<file path="config.mk">
export PLATFORM = sky130hd
export DESIGN_NAME = pipe_hazard_ctrl
export DESIGN_NICKNAME = d
export VERILOG_FILES = /design/src/rtl/pipe_hazard_ctrl_pkg.sv /design/src/rtl/pipe_hazard_ctrl_fwd.sv /design/src/rtl/pipe_hazard_ctrl.sv
export SDC_FILE = /design/constraint.sdc
export NUM_CORES = 1
export LEC_CHECK = 0
export ABC_AREA = 1
export CORE_ASPECT_RATIO = 0.9
export CORE_UTILIZATION = 40
export CTS_CLUSTER_SIZE = 28
export DETAILED_ROUTE_END_ITERATION = 7
export PLACE_DENSITY = 0.67
export SLEW_MARGIN = 10
export SYNTH_ARGS = -nofsm -noshare
export SYNTH_HDL_FRONTEND = slang
export SYNTH_SLANG_ARGS = --single-unit
</file>
<file path="constraint.sdc">
create_clock -name clk -period 6.2 [get_ports clk]
set_input_delay 1.86 -clock clk [delete_from_list [all_inputs] [get_ports clk]]
set_output_delay 1.86 -clock clk [all_outputs]
set_load 0.02 [all_outputs]
</file>
<file path="src/rtl/pipe_hazard_ctrl_pkg.sv">
// Shared constants for the pipeline hazard controller: FSM state codes,
// forwarding select encodings and the default register-number width.
package pipe_hazard_ctrl_pkg;

  localparam int DEF_REG_AW = 5;

  localparam logic [0:0] ST_RUN      = 1'b0;
  localparam logic [0:0] ST_MEM_WAIT = 1'b1;

  localparam logic [1:0] FWD_RF  = 2'b00;
  localparam logic [1:0] FWD_MEM = 2'b01;
  localparam logic [1:0] FWD_WB  = 2'b10;

endpackage

</file>
<file path="src/rtl/pipe_hazard_ctrl_fwd.sv">
// Combinational forwarding select for one EXE operand; the newer MEM-stage
// result beats WB, and register $0 is never forwarded.
module hazard_fwd_unit
  import pipe_hazard_ctrl_pkg::*;
#(
  parameter int REG_AW = DEF_REG_AW
) (
  input  logic [REG_AW-1:0] ex_src,
  input  logic              mem_regwrite,
  input  logic [REG_AW-1:0] mem_wreg,
  input  logic              wb_regwrite,
  input  logic [REG_AW-1:0] wb_wreg,
  output logic [1:0]        fwd
);

  always_comb begin
    fwd = FWD_RF;
    if (mem_regwrite && (mem_wreg != '0) && (mem_wreg == ex_src))
      fwd = FWD_MEM;
    else if (wb_regwrite && (wb_wreg != '0) && (wb_wreg == ex_src))
      fwd = FWD_WB;
  end

endmodule

</file>
<file path="src/rtl/pipe_hazard_ctrl.sv">
// Stall/flush/forwarding controller for the 5-stage pipeline: memory-wait
// FSM with timeout, priority-ordered register controls and saturating counters.
module pipe_hazard_ctrl
  import pipe_hazard_ctrl_pkg::*;
#(
  parameter int MEM_TIMEOUT = 16,
  parameter int CNT_W       = 32,
  parameter int REG_AW      = DEF_REG_AW
) (
  input  logic              clk,
  input  logic              rst,
  input  logic [REG_AW-1:0] id_rs,
  input  logic [REG_AW-1:0] id_rt,
  input  logic              id_uses_rs,
  input  logic              id_uses_rt,
  input  logic [REG_AW-1:0] ex_rs,
  input  logic [REG_AW-1:0] ex_rt,
  input  logic              ex_memread,
  input  logic              ex_regwrite,
  input  logic [REG_AW-1:0] ex_wreg,
  input  logic              ex_redirect,
  input  logic              mem_regwrite,
  input  logic              wb_regwrite,
  input  logic [REG_AW-1:0] mem_wreg,
  input  logic [REG_AW-1:0] wb_wreg,
  input  logic              mem_req,
  input  logic              mem_ready,
  output logic              pc_we,
  output logic              ifid_we,
  output logic              ifid_clr,
  output logic              idexe_we,
  output logic              idexe_clr,
  output logic              exemem_we,
  output logic              exemem_clr,
  output logic              memwb_we,
  output logic              memwb_clr,
  output logic [1:0]        fwd_a,
  output logic [1:0]        fwd_b,
  output logic              mem_err,
  output logic [CNT_W-1:0]  stall_cycles,
  output logic [CNT_W-1:0]  flush_cnt
);

  localparam int WCW = $clog2(MEM_TIMEOUT);

  logic [0:0]     state;
  logic [WCW-1:0] wait_cnt;
  logic           timeout;
  logic           mem_stall;
  logic           load_use;
  logic           stall_event;
  logic           flush_event;
  logic [1:0]     fwd_a_raw;
  logic [1:0]     fwd_b_raw;

  assign timeout   = (state == ST_MEM_WAIT) && (wait_cnt == WCW'(MEM_TIMEOUT - 1));
  assign mem_stall = ((state == ST_RUN) && mem_req && !mem_ready) ||
                     ((state == ST_MEM_WAIT) && !mem_ready && !timeout);

  assign load_use = ex_memread && ex_regwrite && (ex_wreg != '0) &&
                    ((id_uses_rs && (id_rs == ex_wreg)) ||
                     (id_uses_rt && (id_rt == ex_wreg)));

  // A redirect seen during a memory stall is held in EXE, so it only counts once released.
  assign stall_event = mem_stall || (!ex_redirect && load_use);
  assign flush_event = !mem_stall && ex_redirect;

  always_comb begin
    pc_we      = 1'b1;
    ifid_we    = 1'b1;
    ifid_clr   = 1'b0;
    idexe_we   = 1'b1;
    idexe_clr  = 1'b0;
    exemem_we  = 1'b1;
    exemem_clr = 1'b0;
    memwb_we   = 1'b1;
    memwb_clr  = 1'b0;
    if (rst) begin
      pc_we      = 1'b0;
      ifid_we    = 1'b0;
      ifid_clr   = 1'b1;
      idexe_we   = 1'b0;
      idexe_clr  = 1'b1;
      exemem_we  = 1'b0;
      exemem_clr = 1'b1;
      memwb_we   = 1'b0;
      memwb_clr  = 1'b1;
    end else if (mem_stall) begin
      pc_we     = 1'b0;
      ifid_we   = 1'b0;
      idexe_we  = 1'b0;
      exemem_we = 1'b0;
      memwb_clr = 1'b1;
    end else if (ex_redirect) begin
      ifid_clr  = 1'b1;
      idexe_clr = 1'b1;
    end else if (load_use) begin
      pc_we     = 1'b0;
      ifid_we   = 1'b0;
      idexe_clr = 1'b1;
    end
  end

  always_ff @(posedge clk or posedge rst) begin
    if (rst) begin
      state    <= ST_RUN;
      wait_cnt <= '0;
      mem_err  <= 1'b0;
    end else begin
      case (state)
        ST_RUN: begin
          if (mem_req && !mem_ready) begin
            state    <= ST_MEM_WAIT;
            wait_cnt <= '0;
          end
        end
        default: begin
          if (mem_ready || timeout)
            state <= ST_RUN;
          else
            wait_cnt <= wait_cnt + WCW'(1);
          if (timeout)
            mem_err <= 1'b1;
        end
      endcase
    end
  end

  always_ff @(posedge clk or posedge rst) begin
    if (rst) begin
      stall_cycles <= '0;
      flush_cnt    <= '0;
    end else begin
      if (stall_event && (stall_cycles != '1))
        stall_cycles <= stall_cycles + CNT_W'(1);
      if (flush_event && (flush_cnt != '1))
        flush_cnt <= flush_cnt + CNT_W'(1);
    end
  end

  hazard_fwd_unit #(.REG_AW(REG_AW)) u_fwd_a (
    .ex_src       (ex_rs),
    .mem_regwrite (mem_regwrite),
    .mem_wreg     (mem_wreg),
    .wb_regwrite  (wb_regwrite),
    .wb_wreg      (wb_wreg),
    .fwd          (fwd_a_raw)
  );

  hazard_fwd_unit #(.REG_AW(REG_AW)) u_fwd_b (
    .ex_src       (ex_rt),
    .mem_regwrite (mem_regwrite),
    .mem_wreg     (mem_wreg),
    .wb_regwrite  (wb_regwrite),
    .wb_wreg      (wb_wreg),
    .fwd          (fwd_b_raw)
  );

  assign fwd_a = rst ? FWD_RF : fwd_a_raw;
  assign fwd_b = rst ? FWD_RF : fwd_b_raw;

endmodule
</file>
==> results.toml, run 1 <==
[sta]
finalClockSkew_ps = 7.54
min_period_ps = 5740
setup_viol = 0
period_share_pct = 92.6
rsz0062_at_grt = "false"
worst_slew_pin_slew_ps = 593
hold_viol = 0
fmax_ghz = 0.174
slew_viol_final = 0
setup_tns_ps = 0
slew-limit-headroom_pct = 60.5

[detailed_routing]
drc = 0
firstDrtPassIters = 5
ant_nets = 0
drt_iter0_markers = 385
wl_per_cell_um = 13.3
wl_um = 14000
via_per_inst = 4.92
num_vias = 5176

[setup_path]
criticalPathCategory = "in -> out"
arrival_ps = 3880
worstPathMaxFanout = 3
crit_path_start_kind = "primary input"
reg2reg_depth = 9
required_ps = 4340
r2r_start = "stall_cycles[0]$_DFFE_PP0P_"
crit_start = "mem_wreg[3]"
crit_path_end_kind = "output pin"
rrSetupSlack_ps = 3770

[pwr]
power_density_nw_per_um2 = 221
pwr-share-comb_pct = 26.5
leakage_nw = 3.13
total_power_mw = 1.48
pwr-share-clk_pct = 34.2
vdd_drop_max_uv = 130
intPower_mw = 0.986
swShare_pct = 33.4
switchingPower_mw = 0.496
power_frac_seq_pct = 39.2

[floorplanning]
dieHeight_um = 109
io_pins = 124
coreArea_um2 = 12200
num_rows = 38
fp.dieW_um = 121
dieArea_um2 = 13200
start_util_pct = 41.7

[clock_network]
worstSkewPairLatency_ps = 340
post_cts_buffers = 0
cts_max_level = 3
cts_sinks = 70
cts_resized = 0
cts_root_buf = "clkbuf_16"
clk_pin_slew_ps = 50
cts_tree = "yes"
clock_path_buffers = 2
holdBufCountCts = 0
numCtsBuffers = 9

[global_route]
grt-ovfl-total = 0
antenna_found_initial = 0
grt_pass1_wl_um = 23300
grt_max_degree = 47
grt_usage_pct = 22.7
grt_pass1_vias = 4738

[synth]
ys.flop_type = "dfrtp_1"
yosysSeqAreaShare_pct = 34.4
ys_warn_count = 0
async_reset_ff_share_pct = 100
ys_ff_latch = 70
syn_avg_cell_area_um2 = 6.64
yosysUniqueCellTypes = 36
synth_fp_nets = 816
synth_edf_count = 0
netlist_area_um2 = 5090
postSynthCellCount = 767

[status]
status = "completed"

[place]
place_area_um2 = 6400
hpwl_um = 10600
io_buffers = 123
gp_congestion = 0.908
post-place-cells = 1035

[final_layout]
num_antenna_cells = 0
final_common_cell = "nand2_1"
design_area_um2 = 6700
final_cell_mix = "nand2_1 (303), clkdlybuf4s50_1 (123), nor2_1 (94), dfrtp_1 (70), inv_1 (69)"
final_cell_count_no_fill = 1051
drive_gt1_share_pct = 5.16
syn_to_final_growth_pct = 31.6
layout.nets = 935

[worst_hold_path]
min-delay-path-class = "reg -> reg"
holdPathStages = 1
min_from = "mem_err$_DFFE_PP0P_"

[job]
max-cap-violations = 0
worst max-delay path, cell delays in order:
cell,delay [ps]
clkdlybuf4s50_1,480
or2_2,320
o41ai_1,270
inv_1,100
nand2_1,100
inv_1,40
nor2_1,110
clkdlybuf4s50_1,610
per-stage QoR:
| step | utilization, % | setup WS [ps] | hold slack [ps] |
|---|---|---|---|
| after floorplan | - | 488 | 468 |
| after global placement | 52.4 | 513 | 464 |
| after detailed placement | 52.4 | 464 | 459 |
| after CTS | 54.8 | 451 | 476 |
| after global routing | 54.8 | 230 | 493 |
| final | 54.8 | 456 | 473 |
Yosys cell counts, types with 2 or more instances:
| cell | instances | area [um2] |
|---|---|---|
| nor2_4 | 2 | 22.5 |
| or2_2 | 5 | 31.3 |
| nand2_4 | 2 | 22.5 |
| buf_8 | 2 | 30.0 |
| nor2_1 | 94 | 353 |
| xnor2_1 | 19 | 166 |
| nand3b_1 | 9 | 67.6 |
| o21ai_1 | 14 | 70.1 |
| ha_1 | 3 | 37.5 |
| inv_1 | 70 | 263 |
| nand4_1 | 12 | 75.1 |
| a21oi_1 | 4 | 20.0 |
| buf_6 | 4 | 45.0 |
| dfrtp_1 | 70 | 1750 |
| buf_4 | 5 | 37.5 |
| buf_2 | 7 | 35.0 |
| nor2_2 | 6 | 37.5 |
| inv_2 | 2 | 7.51 |
| nand2_2 | 3 | 18.8 |
| nand3_1 | 54 | 270 |
| o21ai_0 | 5 | 25.0 |
| nor3_1 | 20 | 100 |
| o41ai_1 | 2 | 17.5 |
| xor2_1 | 39 | 342 |
| nand2_1 | 303 | 1140 |
cell type report:
class | count | area, um2
fillers | 1164 | 5520
multi-input cells | 605 | 2910
flip-flops and latches | 70 | 1750
repair buffers | 126 | 1250
inverters | 74 | 289
clock buffers | 12 | 267
well taps | 160 | 200
clock inverters | 4 | 30.0
power by group through the flow:
stage,combinational (mW),sequential (mW),clock (mW)
after global routing,0.438,0.591,0.541
after detailed placement,0.395,0.588,0
final,0.393,0.581,0.507
after floorplan,0.192,0.620,0
after CTS,0.396,0.580,0.520
after global placement,0.391,0.587,0
registers in the layout, summed over array words and instances, names as in the netlist:
register,cells
wait_cnt,4
state,1
mem_err,1
stall_cycles,32
flush_cnt,32
final timing paths:
| kind | endpoint |
|---|---|
| worst min register to register | mem_err$_DFFE_PP0P_ |
| worst max register to register | stall_cycles[17]$_DFFE_PP0P_ |
| worst min-delay path | mem_err$_DFFE_PP0P_ |
| min in group asynchronous | wait_cnt[0]$_DFFE_PP0P_ |
| max in group asynchronous | stall_cycles[1]$_DFFE_PP0P_ |
| worst max-delay path | fwd_a[1] |
per-layer routing:
metal  part of all wire (%)  track usage, %  up-vias
met2                     42            33.9      175
met1                     49            33.0     2354
met4                    1.2            5.82        0
li1                       -               -     2634
met5                      0               0        -
met3                    7.0            4.86       13
logic make-up (layout without fill, tap and decap cells):
group	Yosys count	in the layout	synth area share [%]
AO/OA/AOI/OAI	28	28	3.10
XOR/XNOR	58	58	9.98
AND/OR/NAND/NOR	516	516	43.3
buffers and inverters	92	216	8.50
flip-flops	70	70	34.4
adder cells (fa/ha/maj)	3	3	0.737
Power figures use the tool's default switching activity.
==> run 2, diff against run 1 <==
--- a/config.mk
+++ b/config.mk
@@ -7,11 +7,12 @@
 export LEC_CHECK = 0
 export ABC_AREA = 1
 export CORE_ASPECT_RATIO = 0.9
-export CORE_UTILIZATION = 40
+export CORE_UTILIZATION = 51
 export CTS_CLUSTER_SIZE = 28
 export DETAILED_ROUTE_END_ITERATION = 7
-export PLACE_DENSITY = 0.67
+export PLACE_DENSITY = 0.82
 export SLEW_MARGIN = 10
 export SYNTH_ARGS = -nofsm -noshare
 export SYNTH_HDL_FRONTEND = slang
 export SYNTH_SLANG_ARGS = --single-unit
+export TNS_END_PERCENT = 10
==> run 2 against run 1 <==
Compared with the run above:
- register-to-register slack lost 210 ps
- first-iteration DRC count shrank 17%
- non-clock buffer count is the same
- global-route usage grew 6.9 points
- routed wire length grew 2.7%
- clock-buffer cell count shrank 3
- power shrank 8.2%
- die area shrank 21%
- maximum frequency shrank 0.63%
- sequential share of layout area grew 0.57 points
- hold slack gained 5.1 ps
- cell area shrank 2.1%
==> results.toml, run 2 (same netlist as run 1, synthesis figures left out) <==
[clock_network]
clock_path_buffers = 2
worstSkewPairLatency_ps = 350
cts_max_level = 3
clk_pin_slew_ps = 70
cts_root_buf = "clkbuf_8"
cts_tree = "yes"
numCtsBuffers = 9
cts_sinks = 70
holdBufCountCts = 0
cts_resized = 0
post_cts_buffers = 0

[detailed_routing]
drt_iter0_markers = 320
firstDrtPassIters = 5
wl_per_cell_um = 14.1
num_vias = 5334
drc = 0
via_per_inst = 5.24
wl_um = 14400
ant_nets = 0

[setup_path]
arrival_ps = 3920
criticalPathCategory = "in -> out"
crit_path_start_kind = "primary input"
cp-endpoint = "fwd_b[1]"
crit_start = "mem_wreg[3]"
reg2reg_depth = 9
r2r_start = "stall_cycles[0]$_DFFE_PP0P_"
worstPathMaxFanout = 3
crit_path_end_kind = "output pin"
r2r-end = "stall_cycles[24]$_DFFE_PP0P_"
required_ps = 4340
rrSetupSlack_ps = 3560

[final_layout]
final_cell_count_no_fill = 1017
num_antenna_cells = 0
layout.nets = 935
drive_gt1_share_pct = 5.16
syn_to_final_growth_pct = 28.8
final_common_cell = "nand2_1"
final_cell_mix = "nand2_1 (303), clkdlybuf4s50_1 (123), nor2_1 (94), dfrtp_1 (70), inv_1 (69)"
design_area_um2 = 6560
finalCoreUtilization_pct = 67.6
top_regs = "flush_cnt (32), stall_cycles (32), wait_cnt (4)"

[sta]
min_period_ps = 5780
period_share_pct = 93.2
slew_viol_final = 0
rsz0062_at_grt = "false"
hold_viol = 0
fmax_ghz = 0.173
setup_tns_ps = 0
hold_ws_ps = 478
finalClockSkew_ps = 16.9
fin_ws_ps = 419
slew-limit-headroom_pct = 55.6
worst_slew_pin_slew_ps = 666
setup_viol = 0

[floorplanning]
fp.dieW_um = 107
io_pins = 124
dieArea_um2 = 10400
dieHeight_um = 96.8
start_util_pct = 52.5
coreArea_um2 = 9700
num_rows = 34

[place]
hpwl_um = 11100
post-place-cells = 1001
dpl_worst_slack_ps = 410
gp_congestion = 0.973
io_buffers = 123
place_area_um2 = 6360

[pwr]
intPower_mw = 0.868
leakage_nw = 3.08
vdd_drop_max_uv = 236
swShare_pct = 36.1
total_power_mw = 1.36
pwr-share-clk_pct = 27.7
pwr-share-comb_pct = 29.5
power_frac_seq_pct = 42.8
switchingPower_mw = 0.491
power_density_nw_per_um2 = 207

[global_route]
antenna_found_initial = 0
grt-ovfl-total = 0
grt_usage_pct = 29.5
grt_max_degree = 51
grt_pass1_vias = 5195
grt_pass1_wl_um = 24500

[worst_hold_path]
min-delay-path-class = "reg -> reg"

[job]
max-cap-violations = 0

[status]
status = "completed"
[run 2: changes by cell type in the layout (fill, tap and decap cells not counted), sizes merged]
| cell | delta |
|---|---|
| bufinv | +1 |
| clkbuf | -3 |
| clkinvlp | +1 |
| inv | +1 |
[run 2: layout make-up]
cell class	instances	area (um2)
clock inverter	7	72.6
multi-input combinational	605	2910
inverter	74	289
timing repair buffer	126	1250
fill	888	3140
clock buffer	9	124
tap	126	158
sequential	70	1750
[run 2: power by group through the flow]
stage	Sequential [mW]	Combinational (mW)	Clock, mW
2_1_floorplan	0.620	0.192	0
3_3_place_gp	0.584	0.388	0
3_5_place_dp	0.588	0.401	0
4_1_cts	0.580	0.403	0.380
5_1_grt	0.591	0.439	0.405
6_report	0.582	0.402	0.376
[run 2: routing by layer]
layer  part of all wire, %  wire (um)  track usage (%)
met1                    46       6610             42.4
met2                    44       6320             45.3
met3                   7.9       1140             5.26
met4                   2.1        308             8.85
met5                     0          0                0
[run 2: how the worst min path moves through the flow]
| stage | from | to | slack (ps) | cells past startpoint |
|---|---|---|---|---|
| floorplan | wait_cnt[1]$_DFFE_PP0P_ | wait_cnt[1]$_DFFE_PP0P_ | 470 | 2 |
| global placement | mem_err$_DFFE_PP0P_ | mem_err$_DFFE_PP0P_ | 470 | 1 |
| detailed placement | mem_err$_DFFE_PP0P_ | mem_err$_DFFE_PP0P_ | 470 | 1 |
| CTS | mem_err$_DFFE_PP0P_ | mem_err$_DFFE_PP0P_ | 490 | 1 |
| global route | mem_err$_DFFE_PP0P_ | mem_err$_DFFE_PP0P_ | 520 | 1 |
| finish | mem_err$_DFFE_PP0P_ | mem_err$_DFFE_PP0P_ | 480 | 1 |
[run 2: worst max-delay path: stages]
cell	delay (ps)
clkdlybuf4s50_1	470
or2_2	310
o41ai_1	300
inv_1	110
nand2_1	100
inv_1	50
nor2_1	100
clkdlybuf4s50_1	610
